$ cat config.mk
export PLATFORM = sky130hd
export DESIGN_NAME = audio_dac_modulator
export DESIGN_NICKNAME = d
export VERILOG_FILES = /design/src/rtl/audio_dac_modulator.sv
export SDC_FILE = /design/constraint.sdc
export NUM_CORES = 1
export LEC_CHECK = 0
export BUFFER_PORTS_ARGS = -buffer_cell sky130_fd_sc_hd__buf_4
export CAP_MARGIN = 40
export CORE_MARGIN = 4
export CORE_UTILIZATION = 32
export CTS_CLUSTER_SIZE = 10
export DETAILED_ROUTE_END_ITERATION = 8
export GPL_TIMING_DRIVEN = 1
export SETUP_SLACK_MARGIN = 0.15
export SLEW_MARGIN = 30
export SYNTH_ARGS = -nofsm -noshare
export SYNTH_HDL_FRONTEND = slang
export SYNTH_SLANG_ARGS = --single-unit
$ cat constraint.sdc
create_clock -name clk -period 6.15 [get_ports clk]
set_input_delay 0.3075 -clock clk [delete_from_list [all_inputs] [get_ports clk]]
set_output_delay 0.3075 -clock clk [all_outputs]
set_load 0.01 [all_outputs]
$ cat src/rtl/audio_dac_modulator.sv
// 1-bit audio output stage: PWM, 1st/2nd-order delta-sigma or mute,
// driven from the 8-bit offset-binary filter sample stream.
module audio_dac_modulator #(
    parameter int          SAMPLE_BITS = 8,
    parameter int          INT_BITS    = 12,
    parameter logic [15:0] LFSR_SEED   = 16'hACE1
) (
    input  logic                   clk,
    input  logic                   reset,
    input  logic [SAMPLE_BITS-1:0] sample_in,
    input  logic                   sample_valid,
    input  logic [1:0]             mode,
    input  logic                   dither_en,
    input  logic                   clear_overrun,
    output logic                   dac_out,
    output logic                   sample_ack,
    output logic                   overrun
);

    localparam int SW = SAMPLE_BITS;
    localparam int IW = INT_BITS;
    localparam int WW = INT_BITS + 2;

    localparam logic [SW-1:0] MID = {1'b1, {(SW-1){1'b0}}};

    localparam logic signed [WW-1:0] FB_POS = WW'(2 ** (SW - 1));
    localparam logic signed [WW-1:0] FB_NEG = WW'(-(2 ** (SW - 1)));
    localparam logic signed [WW-1:0] SAT_HI = WW'((2 ** (IW - 1)) - 1);
    localparam logic signed [WW-1:0] SAT_LO = WW'(-(2 ** (IW - 1)));

    typedef enum logic [1:0] {
        MODE_PWM  = 2'd0,
        MODE_DS1  = 2'd1,
        MODE_DS2  = 2'd2,
        MODE_MUTE = 2'd3
    } mode_t;

    // Registered state
    logic [SW-1:0]        sample_reg;
    logic [SW-1:0]        pending;
    logic [SW-1:0]        active;
    logic [SW-1:0]        pwm_cnt;
    logic                 pend_full;
    logic [SW-1:0]        acc1;
    logic signed [IW-1:0] i1;
    logic signed [IW-1:0] i2;
    logic                 ds_fb;
    mode_t                mode_q;
    logic [15:0]          lfsr;

    // Combinational helpers
    mode_t                mode_in;
    logic                 mode_chg;
    logic                 is_pwm;
    logic                 pwm_run;
    logic                 dith;
    logic                 lfsr_bit;

    logic [SW-1:0]        pwm_cnt_next;
    logic                 pwm_wrap;
    logic [SW-1:0]        active_next;
    logic                 pwm_bit;
    logic                 consume;
    logic                 held;
    logic                 ovr_set;

    logic [SW:0]          sum1;

    logic signed [SW-1:0] x_s;
    logic signed [WW-1:0] x_w;
    logic signed [WW-1:0] fb_w;
    logic signed [WW-1:0] dith_w;
    logic signed [WW-1:0] i1_w;
    logic signed [WW-1:0] i2_w;
    logic signed [WW-1:0] sum_i1;
    logic signed [IW-1:0] i1_next;
    logic signed [WW-1:0] i1n_w;
    logic signed [WW-1:0] sum_i2;
    logic signed [IW-1:0] i2_next;
    logic                 fb_next;

    logic                 dac_next;

    function automatic logic signed [IW-1:0] sat(
        input logic signed [WW-1:0] v
    );
        logic signed [WW-1:0] r;
        if (v > SAT_HI) begin
            r = SAT_HI;
        end else if (v < SAT_LO) begin
            r = SAT_LO;
        end else begin
            r = v;
        end
        return r[IW-1:0];
    endfunction

    assign mode_in  = mode_t'(mode);
    assign mode_chg = (mode_in != mode_q);
    assign is_pwm   = (mode_in == MODE_PWM);
    assign pwm_run  = is_pwm && !mode_chg;
    assign dith     = dither_en & lfsr[0];
    assign lfsr_bit = lfsr[15] ^ lfsr[13] ^ lfsr[12] ^ lfsr[10];

    // PWM: the period boundary is the edge where the counter sits at all-ones.
    assign pwm_cnt_next = pwm_cnt + 1'b1;
    assign pwm_wrap     = (pwm_cnt == {SW{1'b1}});
    assign active_next  = pwm_wrap ? pending : active;
    assign pwm_bit      = (pwm_cnt_next < active_next);

    // A sample is "held" while it sits in (or is landing in) pending
    // and has not yet been copied into active.
    assign consume = pwm_run & pwm_wrap;
    assign held    = sample_ack | (pend_full & ~consume);
    assign ovr_set = sample_valid & is_pwm & held;

    // DS1: the carry out of the 8-bit accumulator is the output bit.
    assign sum1 = {1'b0, acc1} + {1'b0, sample_reg} + {{SW{1'b0}}, dith};

    // DS2: offset binary to two's complement, feedback is +/- half scale.
    assign x_s     = {~sample_reg[SW-1], sample_reg[SW-2:0]};
    assign x_w     = {{(WW-SW){x_s[SW-1]}}, x_s};
    assign fb_w    = ds_fb ? FB_POS : FB_NEG;
    assign dith_w  = {{(WW-1){1'b0}}, dith};
    assign i1_w    = {{2{i1[IW-1]}}, i1};
    assign i2_w    = {{2{i2[IW-1]}}, i2};
    assign sum_i1  = i1_w + x_w - fb_w + dith_w;
    assign i1_next = sat(sum_i1);
    assign i1n_w   = {{2{i1_next[IW-1]}}, i1_next};
    assign sum_i2  = i2_w + i1n_w - fb_w;
    assign i2_next = sat(sum_i2);
    assign fb_next = ~i2_next[IW-1];

    // Select the next output bit from the running modulator.
    always_comb begin
        dac_next = 1'b0;
        if (!mode_chg) begin
            unique case (mode_in)
                MODE_PWM:  dac_next = pwm_bit;
                MODE_DS1:  dac_next = sum1[SW];
                MODE_DS2:  dac_next = fb_next;
                MODE_MUTE: dac_next = 1'b0;
                default:   dac_next = 1'b0;
            endcase
        end
    end

    // Dither LFSR free-runs in every mode.
    always_ff @(posedge clk or posedge reset) begin
        if (reset) begin
            lfsr <= LFSR_SEED;
        end else begin
            lfsr <= {lfsr[14:0], lfsr_bit};
        end
    end

    // Sample capture, acknowledge, pending buffer and mode register.
    always_ff @(posedge clk or posedge reset) begin
        if (reset) begin
            sample_reg <= MID;
            sample_ack <= 1'b0;
            pending    <= MID;
            mode_q     <= MODE_PWM;
        end else begin
            sample_ack <= sample_valid;
            if (sample_valid) begin
                sample_reg <= sample_in;
            end
            if (sample_ack) begin
                pending <= sample_reg;
            end
            mode_q <= mode_in;
        end
    end

    // Overrun tracking: set beats clear, and only PWM can set it.
    always_ff @(posedge clk or posedge reset) begin
        if (reset) begin
            pend_full <= 1'b0;
            overrun   <= 1'b0;
        end else begin
            pend_full <= is_pwm ? held : 1'b0;
            if (ovr_set) begin
                overrun <= 1'b1;
            end else if (clear_overrun) begin
                overrun <= 1'b0;
            end
        end
    end

    // PWM counter and double-buffered duty register.
    always_ff @(posedge clk or posedge reset) begin
        if (reset) begin
            pwm_cnt <= '0;
            active  <= MID;
        end else if (pwm_run) begin
            pwm_cnt <= pwm_cnt_next;
            active  <= active_next;
        end else begin
            pwm_cnt <= '0;
        end
    end

    // First-order accumulator; wraps by design.
    always_ff @(posedge clk or posedge reset) begin
        if (reset) begin
            acc1 <= '0;
        end else if (!mode_chg && mode_in == MODE_DS1) begin
            acc1 <= sum1[SW-1:0];
        end else begin
            acc1 <= '0;
        end
    end

    // Second-order saturating integrators and comparator feedback.
    always_ff @(posedge clk or posedge reset) begin
        if (reset) begin
            i1    <= '0;
            i2    <= '0;
            ds_fb <= 1'b0;
        end else if (!mode_chg && mode_in == MODE_DS2) begin
            i1    <= i1_next;
            i2    <= i2_next;
            ds_fb <= fb_next;
        end else begin
            i1    <= '0;
            i2    <= '0;
            ds_fb <= 1'b0;
        end
    end

    // Registered output pin.
    always_ff @(posedge clk or posedge reset) begin
        if (reset) begin
            dac_out <= 1'b0;
        end else begin
            dac_out <= dac_next;
        end
    end

endmodule

==> results.json, run 1 <==
{
  "wl_met3_um": 289,
  "crit_path_start_kind": "register",
  "clk_latency_ps": 340,
  "skew_ps": 9.75,
  "setup-violations-final": 0,
  "r2r_slack_ps": 540,
  "portBuffers": 17,
  "final_core_util_pct": 36.9,
  "chipWidth_um": 138,
  "die_area_um2": 19000,
  "first_pass_iters": 4,
  "vias": 3789,
  "grt_overflow": 0,
  "max_cap_violations": 0,
  "hold-worst-slack_ps": 119,
  "rsz0062_at_grt": "no",
  "grt_pass1_wl_um": 18300,
  "drtIter0Drc": 242,
  "clock.fmax_mhz": 178,
  "regMostFlops": "lfsr",
  "min-delay-start": "mode[1]",
  "end_kind": "register",
  "min_period_over_period_pct": 91.2,
  "worst_pin_slew_ps": 738,
  "r2r_cells": 21,
  "via_per_inst": 4.89,
  "synth_edf_count": 0,
  "synthTopCellsByArea": "dfrtp_1 35%, ha_1 13%, dfstp_2 5.4%",
  "num_rows": 47,
  "cts_tree": "yes",
  "largestRegisters": "lfsr: 16 flops, i1: 12 flops, i2: 12 flops",
  "r2r-end": "i2[3]",
  "diodes": 0,
  "yosysMostFrequentCell": "dfrtp_1",
  "fin_nets": 630,
  "clock_path_buffers": 2,
  "fin_crit_ps": 5610,
  "syn-cell-area_um2": 5390,
  "ys.flop_type": "dfrtp_1",
  "antenna_found_initial": 0,
  "crit_arrival_ps": 5800,
  "synth_top_cell_by_area": "dfrtp_1",
  "synth.distinct_cells": 65,
  "hold_violations": 0,
  "clockRootBuffer": "clkbuf_16",
  "synth_top_cell_area_share_pct": 35.3,
  "finalSetupTns_ps": 0,
  "regArea_um2": 2190,
  "syn_inst": 526,
  "post-dp-hpwl_um": 8170,
  "reg2reg_from": "sample_reg[7]",
  "track_usage_pct": 12.1,
  "cp.required_ps": 6340,
  "globalplace.congestion": 0.821,
  "h-tree-depth": 3,
  "outcome": "finished clean",
  "nFillCells": 1639,
  "drive_gt1_share_pct": 15.5,
  "maxSlewHeadroom_pct": 50.8,
  "ys_seq_area_share_pct": 40.7,
  "wire_per_inst_um": 13.6,
  "drv_slew": 0,
  "routed.top_layer": "met4",
  "ys_ff_latch": 87,
  "power.density_nw_per_um2": 485,
  "ir_drop_uv": 242,
  "synth.avg_cell_area_um2": 10.2,
  "grt_max_degree": 61,
  "start_util_pct": 32.6,
  "die_h_um": 138,
  "multi_input_area_um2": 2940,
  "ant_nets": 0,
  "async_reset_ff_share_pct": 100,
  "crit_type": "reg2reg",
  "hold_class": "in2reg",
  "hold_path_end": "mode_q[1]",
  "synth_nets": 606,
  "synth-warning-count": 0,
  "hold_depth": 1,
  "leakagePower_uw": 0.00291,
  "synth_common_cells": "76 x dfrtp_1, 63 x inv_1, 54 x ha_1",
  "io_pins": 18,
  "critical_path.max_fanout": 11,
  "largest_reg_flops": 16,
  "dr_wl_met2_um": 5630,
  "cts.sink_count": 87,
  "path_clk_slew_ps": 70,
  "area.growth.synth_to_final_pct": 13.1,
  "grt_pass1_vias": 4024,
  "finalPower_uw": 2960,
  "drc_errors": 0,
  "core_area_um2": 16500,
  "drt-met1-wl_um": 4480,
  "wirelength_um": 10600,
  "cts_made_buffers": 9
}
cell usage in the layout (no fill, tap or decap), types with 4 or more instances in the layout:
| cell | Yosys | routed |
|---|---|---|
| nand3_1 | 16 | 16 |
| fa_1 | 11 | 11 |
| ha_1 | 54 | 54 |
| dfrtp_1 | 76 | 76 |
| buf_4 | 2 | 21 |
| and3_1 | 5 | 5 |
| inv_1 | 63 | 62 |
| dfstp_2 | 11 | 11 |
| mux2i_1 | 7 | 7 |
| nand2_1 | 32 | 32 |
| a21o_1 | 11 | 11 |
| a31oi_1 | 6 | 5 |
| xnor2_1 | 15 | 15 |
| o21ai_0 | 34 | 34 |
| nor3_1 | 11 | 11 |
| nand2b_1 | 4 | 4 |
| xor2_1 | 12 | 11 |
| nor2b_1 | 9 | 9 |
| a21oi_1 | 25 | 25 |
| nor2_1 | 27 | 26 |
| mux2_2 | 17 | 17 |
| clkbuf_16 | 0 | 9 |
| and2_1 | 10 | 10 |
| o21a_1 | 10 | 10 |
final cells by class:
cell class	count	area share [%]
Multi-Input combinational cell	366	48.3
Tap cell	220	4.52
Sequential cell	87	35.9
Clock inverter	4	0.513
Clock buffer	12	4.04
Timing Repair Buffer	23	2.81
Inverter	63	3.90
what timing repair did:
| item | CTS | global route |
|---|---|---|
| endpoints found under the hold margin | 19 | 0 |
| hold buffers | 1 | 0 |
| gates resized for setup | 0 | 6 |
| setup endpoints to repair | 0 | 11 |
| setup buffers | 0 | 1 |
worst max path at each step:
stage	start	slack (ps)	depth (start not counted)	endpoint
floorplan	sample_reg[7]	1070	21	i2[10]
global placement	sample_reg[7]	650	21	i2[10]
detailed placement	sample_reg[7]	470	21	i2[3]
CTS	sample_reg[7]	450	21	i2[3]
global route	sample_reg[7]	140	21	i2[4]
finish	sample_reg[7]	540	21	i2[3]
through the flow:
step / worst slack (ps) / cell area, µm² / std cells
after global routing: 140 / 6090 / 775
after CTS: 454 / 6050 / 774
final: 539 / 6090 / 775
after floorplan: 1070 / 5390 / 526
after global placement: 654 / 5760 / 756
after detailed placement: 467 / 5760 / 757
critical path, stage by stage, from the launching register on:
cell and delay (ps):
dfstp_2 540, inv_1 140, fa_1 470, ha_1 380, and2_1 180, o21a_1 310
a211oi_1 100, o21bai_1 260, xor2_2 270, o21a_2 260, a21oi_1 60, ha_1 280
inv_1 40, ha_1 360, a21o_1 210, a31oi_2 230, o211a_1 230, o21ai_2 100
a2111oi_2 480, nor3_2 160, o211ai_2 230, o21ai_0 180
power breakdown:
group | leakage [µW] | internal (µW) | switching (µW)
clock | 0.000137 | 287 | 225
combinational | 0.00164 | 782 | 1020
sequential | 0.00114 | 620 | 25.7
layer usage:
layer	track usage, %	vias to the layer above
li1	-	1867
met1	13.5	1870
met2	22.7	37
met3	3.03	15
met4	3.62	0
met5	0	-
kinds of logic after synthesis:
| kind of cell | Yosys count | synth area share (%) |
|---|---|---|
| AOI/OAI and AO/OA | 125 | 16.5 |
| xor gates and xnor gates | 27 | 4.39 |
| DFF | 87 | 40.7 |
| adders and majority gates | 65 | 16.6 |
| buffers and inverters | 73 | 5.39 |
| and+or+nand+nor | 124 | 11.3 |
| muxes | 25 | 5.06 |
No activity file was read; power rests on OpenSTA's default activity.
==> run 2: changes to the inputs <==
--- a/config.mk
+++ b/config.mk
@@ -7,8 +7,9 @@
 export LEC_CHECK = 0
 export BUFFER_PORTS_ARGS = -buffer_cell sky130_fd_sc_hd__buf_4
 export CAP_MARGIN = 40
+export CORE_ASPECT_RATIO = 1.5
 export CORE_MARGIN = 4
-export CORE_UTILIZATION = 32
+export CORE_UTILIZATION = 35
 export CTS_CLUSTER_SIZE = 10
 export DETAILED_ROUTE_END_ITERATION = 8
 export GPL_TIMING_DRIVEN = 1
==> results.json, run 2 (same netlist as run 1, synthesis figures left out) <==
{
  "worst_pin_slew_ps": 703,
  "largest_reg_flops": 16,
  "crit_path_start_kind": "register",
  "r2r_cells": 22,
  "skew_ps": 5.69,
  "cp.required_ps": 6350,
  "ir_drop_uv": 591,
  "p_sw_share_pct": 43.6,
  "h-tree-depth": 3,
  "max_cap_violations": 0,
  "hold_violations": 0,
  "power.density_nw_per_um2": 493,
  "critical_path.max_fanout": 14,
  "track_usage_pct": 13.4,
  "crit_arrival_ps": 5910,
  "post-dp-hpwl_um": 8500,
  "chipWidth_um": 109,
  "num_rows": 55,
  "r2r-end": "i2[10]",
  "reg2reg_from": "sample_reg[7]",
  "die_area_um2": 17500,
  "grt_pass1_wl_um": 19000,
  "core_area_um2": 15100,
  "drv_slew": 0,
  "p_seq_share_pct": 21.5,
  "portBuffers": 17,
  "dp.cells": 735,
  "diodes": 0,
  "fin_cells": 754,
  "cts_made_buffers": 9,
  "maxSlewHeadroom_pct": 52.8,
  "combPwrFrac_pct": 60.3,
  "ant_nets": 0,
  "io_pins": 18,
  "clock_path_buffers": 2,
  "clock_power_share_pct": 18.2,
  "fin_nets": 630,
  "p_switching_uw": 1310,
  "rsz0062_at_grt": "no",
  "hold-worst-slack_ps": 126,
  "via_per_inst": 5.07,
  "vias": 3820,
  "cp-startpoint": "sample_reg[7]",
  "area.growth.synth_to_final_pct": 13.4,
  "largestRegisters": "lfsr: 16 flops, i1: 12 flops, i2: 12 flops",
  "fin_crit_ps": 5710,
  "die_h_um": 160,
  "clk_latency_ps": 340,
  "grt_max_degree": 48,
  "final_cell_area_um2": 6110,
  "clockRootBuffer": "clkbuf_16",
  "final_core_util_pct": 40.5,
  "finalSetupTns_ps": 0,
  "setup-violations-final": 0,
  "start_util_pct": 35.7,
  "leakagePower_uw": 0.00293,
  "path_clk_slew_ps": 70,
  "regMostFlops": "lfsr",
  "endpoint": "i2[10]",
  "drtIter0Drc": 189,
  "hold_depth": 1,
  "grt_overflow": 0,
  "outcome": "finished clean",
  "r2r_slack_ps": 440,
  "end_kind": "register",
  "cts.sink_count": 87,
  "place_area_um2": 5760,
  "wire_per_inst_um": 14.4,
  "grt_pass1_vias": 4153,
  "drive_gt1_share_pct": 16.2,
  "drc_errors": 0,
  "crit_type": "reg2reg",
  "wirelength_um": 10800,
  "cts_tree": "yes",
  "final_common_cell": "dfrtp_1",
  "hold_class": "in2reg",
  "first_pass_iters": 4,
  "min_period_over_period_pct": 92.9,
  "antenna_found_initial": 0,
  "final_cell_mix": "75 x dfrtp_1, 62 x inv_1, 54 x ha_1, 34 x o21ai_0, 32 x nand2_1",
  "clock.fmax_mhz": 175,
  "globalplace.congestion": 0.872,
  "power.internal_uw": 1700
}
==> run 2: cell types whose count changed in the layout (fill, tap and decap cells not counted), moves of 2 or more <==
cell,change
clkbuf_1,-2
clkinv_4,-2
inv_6,+3
inv_8,+2
==> run 2: worst min-delay path by stage <==
stage	from	end	slack (ps)
floorplan	lfsr[1]	lfsr[2]	330
global placement	reset	lfsr[2]	260
detailed placement	reset	lfsr[2]	270
CTS	mode[1]	mode_q[1]	110
global route	mode[1]	mode_q[1]	120
finish	mode[1]	mode_q[1]	130
==> run 2: power by group through the flow <==
stage | Sequential [µW] | Clock (µW) | Combinational, µW
final | 647 | 549 | 1810
after global routing | 654 | 588 | 2040
after CTS | 648 | 562 | 1750
after detailed placement | 659 | 0 | 1740
after global placement | 657 | 0 | 1700
after floorplan | 650 | 0 | 1450
==> run 2: routing by layer <==
layer / up-vias / GRT usage (%) / share of wire [%]
met3: 26 / 2.63 / 2.2
met1: 1875 / 14.6 / 39
li1: 1867 / - / -
met5: - / 0 / 0
met4: 0 / 4.93 / 2.8
met2: 52 / 25.0 / 56
==> run 2: layout make-up <==
class | instances | area [µm²]
fill | 1460 | 8960
multi-input combinational | 366 | 2940
sequential | 87 | 2190
tap | 199 | 249
inverter | 63 | 238
clock buffer | 9 | 225
timing repair buffer | 23 | 195
clock inverter | 7 | 73.8
==> run 2: worst max-delay path, stage by stage (launching register included) <==
cell      delay [ps]
dfstp_2          540
inv_1            130
ha_1             330
ha_1             380
a21oi_1          210
nand3_1          130
a21o_1           260
a211oi_2         320
o221ai_2         250
a21o_2           340
nor2b_1          170
nor2_1           120
ha_1             160
inv_1             40
ha_1             350
nor2b_4          170
o31ai_4          240
a21oi_2          110
o211ai_1         300
a41oi_1          150
or4_1            490
o211ai_4         200
o21ai_0          170
==> run 2: repair_timing <==
item                       CTS  global route
gates resized for setup      0             5
hold buffers                 1             0
setup buffers                0             2
setup endpoints to repair    0            11
hold endpoints to repair     9             0
==> run 2: per-stage QoR <==
stage	setup WS [ps]	power, µW
2_1_floorplan	1070	2100
6_report	437	3010
5_1_grt	120	3280
4_1_cts	434	2960
3_3_place_gp	577	2360
3_5_place_dp	462	2400
==> run 3: changes to the inputs <==
--- a/config.mk
+++ b/config.mk
@@ -7,7 +7,6 @@
 export LEC_CHECK = 0
 export BUFFER_PORTS_ARGS = -buffer_cell sky130_fd_sc_hd__buf_4
 export CAP_MARGIN = 40
-export CORE_ASPECT_RATIO = 1.5
 export CORE_MARGIN = 4
 export CORE_UTILIZATION = 35
 export CTS_CLUSTER_SIZE = 10
==> results.json, run 3 (same netlist as run 1, synthesis figures left out) <==
{
  "num_rows": 45,
  "max_cap_violations": 0,
  "largest_reg_flops": 16,
  "cts_tree": "yes",
  "final_cell_area_um2": 6100,
  "io_pins": 18,
  "power.density_nw_per_um2": 491,
  "regMostFlops": "lfsr",
  "crit_arrival_ps": 5800,
  "worst_pin_slew_ps": 636,
  "cpPeakStageDelay_ps": 540,
  "multi_input_area_um2": 2940,
  "hold_violations": 0,
  "dp.cells": 726,
  "grt_pass1_vias": 3857,
  "drv_slew": 0,
  "crit_top_cell": "ha_1",
  "drtIter0Drc": 163,
  "maxSlewHeadroom_pct": 57.5,
  "chipWidth_um": 132,
  "drc_errors": 0,
  "drive_gt1_share_pct": 16.1,
  "vias": 3763,
  "final_common_cell": "dfrtp_1",
  "die_area_um2": 17400,
  "nFillCells": 1485,
  "rsz0062_at_grt": "no",
  "diodes": 0,
  "ir_drop_uv": 556,
  "place_area_um2": 5740,
  "grt_overflow": 0,
  "grt_max_degree": 40,
  "clockRootBuffer": "clkbuf_16",
  "min_period_over_period_pct": 91.1,
  "h-tree-depth": 3,
  "wirelength_um": 10700,
  "wire_per_inst_um": 14.3,
  "core_area_um2": 15100,
  "fin_cells": 747,
  "skew_ps": 7.37,
  "critical_path.max_fanout": 11,
  "worstPathCellList": "inv_1 > fa_1 > ha_1 > and2_1 > o21a_1 > a211oi_1 > o21bai_1 > xor2_2 > o21a_2 > o21ai_0 > ha_1 > inv_1 > ha_1 > nor2b_4 > o31ai_4 > a21oi_2 > o211ai_1 > a41oi_1 > or4_1 > o211ai_2 > o21ai_0",
  "crit_type": "reg2reg",
  "via_per_inst": 5.04,
  "area.growth.synth_to_final_pct": 13.2,
  "cts.sink_count": 87,
  "end_kind": "register",
  "cts_made_buffers": 9,
  "outcome": "finished clean",
  "finalSetupTns_ps": 0,
  "largestRegisters": "lfsr: 16 flops, i1: 12 flops, i2: 12 flops",
  "track_usage_pct": 12.9,
  "cp.required_ps": 6350,
  "clock_path_buffers": 2,
  "hold-worst-slack_ps": 115,
  "clk_latency_ps": 350,
  "final_cell_mix": "76 x dfrtp_1, 62 x inv_1, 54 x ha_1, 34 x o21ai_0, 32 x nand2_1",
  "cp_slowest_cell": "dfstp_2",
  "clock.fmax_mhz": 179,
  "globalplace.congestion": 0.818,
  "critPathTopFamily": "compound AO/OA/AOI/OAI gates",
  "ant_nets": 0,
  "crit_buf_inv": 2,
  "grt_pass1_wl_um": 18500,
  "setup-violations-final": 0,
  "die_h_um": 132,
  "crit_path_start_kind": "register",
  "fin_crit_ps": 5600,
  "leakagePower_uw": 0.00293,
  "regArea_um2": 2190,
  "hold_class": "in2reg",
  "portBuffers": 17,
  "start_util_pct": 35.6,
  "fin_nets": 634,
  "antenna_found_initial": 0,
  "path_clk_slew_ps": 70,
  "post-dp-hpwl_um": 8200,
  "first_pass_iters": 6,
  "final_core_util_pct": 40.2
}
run 3: cell count changes in the layout (fill, tap and decap cells not counted), moves of 2 or more:
cell / change
clkinv_4: +2
inv_6: -4
buf_4: +3
inv_8: -2
clkinv_2: +2
run 3: worst paths after layout:
path,startpoint,end,slack (ps),depth (start not counted)
max in group asynchronous,reset,active[7],4660,5
max reg2reg,sample_reg[7],i2[5],550,21
max,sample_reg[7],i2[5],550,21
min reg2reg,lfsr[2],lfsr[3],350,0
min,mode[1],mode_q[1],120,1
min in group asynchronous,reset,i2[6],430,3
run 3: stage by stage:
step	total power, µW	worst slack [ps]
finish	2990	548
global route	3290	135
CTS	2940	489
detailed placement	2410	512
global placement	2350	633
floorplan	2100	1070
run 3: repair_timing:
item,CTS,global route
gates resized for setup,0,5
hold buffers,1,0
endpoints found under the setup margin,0,11
buffers inserted,0,4
endpoints found under the hold margin,12,0
run 3: report_power, final:
| part | leakage, µW | internal [µW] | total, µW | switching, µW |
|---|---|---|---|---|
| Combinational | 0.00166 | 804 | 1840 | 1030 |
| Clock | 0.000135 | 285 | 514 | 229 |
| Sequential | 0.00114 | 620 | 645 | 24.9 |
| Total | 0.00293 | 1710 | 2990 | 1290 |
run 3: area by class of cell:
cell class / instances / share of cell area [%]
Clock inverter: 5 / 0.575
Sequential cell: 87 / 35.9
Tap cell: 188 / 3.86
Clock buffer: 11 / 3.98
Inverter: 63 / 3.90
Timing Repair Buffer: 27 / 3.51
Multi-Input combinational cell: 366 / 48.2
run 3: per-layer routing:
layer / track usage, % / part of all wire, %
met2: 22.5 / 50
met3: 3.47 / 2.9
met1: 15.9 / 45
met5: 0 / 0
met4: 3.44 / 1.1
run 3: worst register-to-register path, delay by kind of cell (launching register included):
kind                     cells  cell delay (ps)
AND/OR/NAND/NOR              3              760
XOR/XNOR                     1              250
adder cells (fa/ha/maj)      4             1460
flip-flops                   1              540
AO/OA/AOI/OAI               11             2270
buffers and inverters        2              170
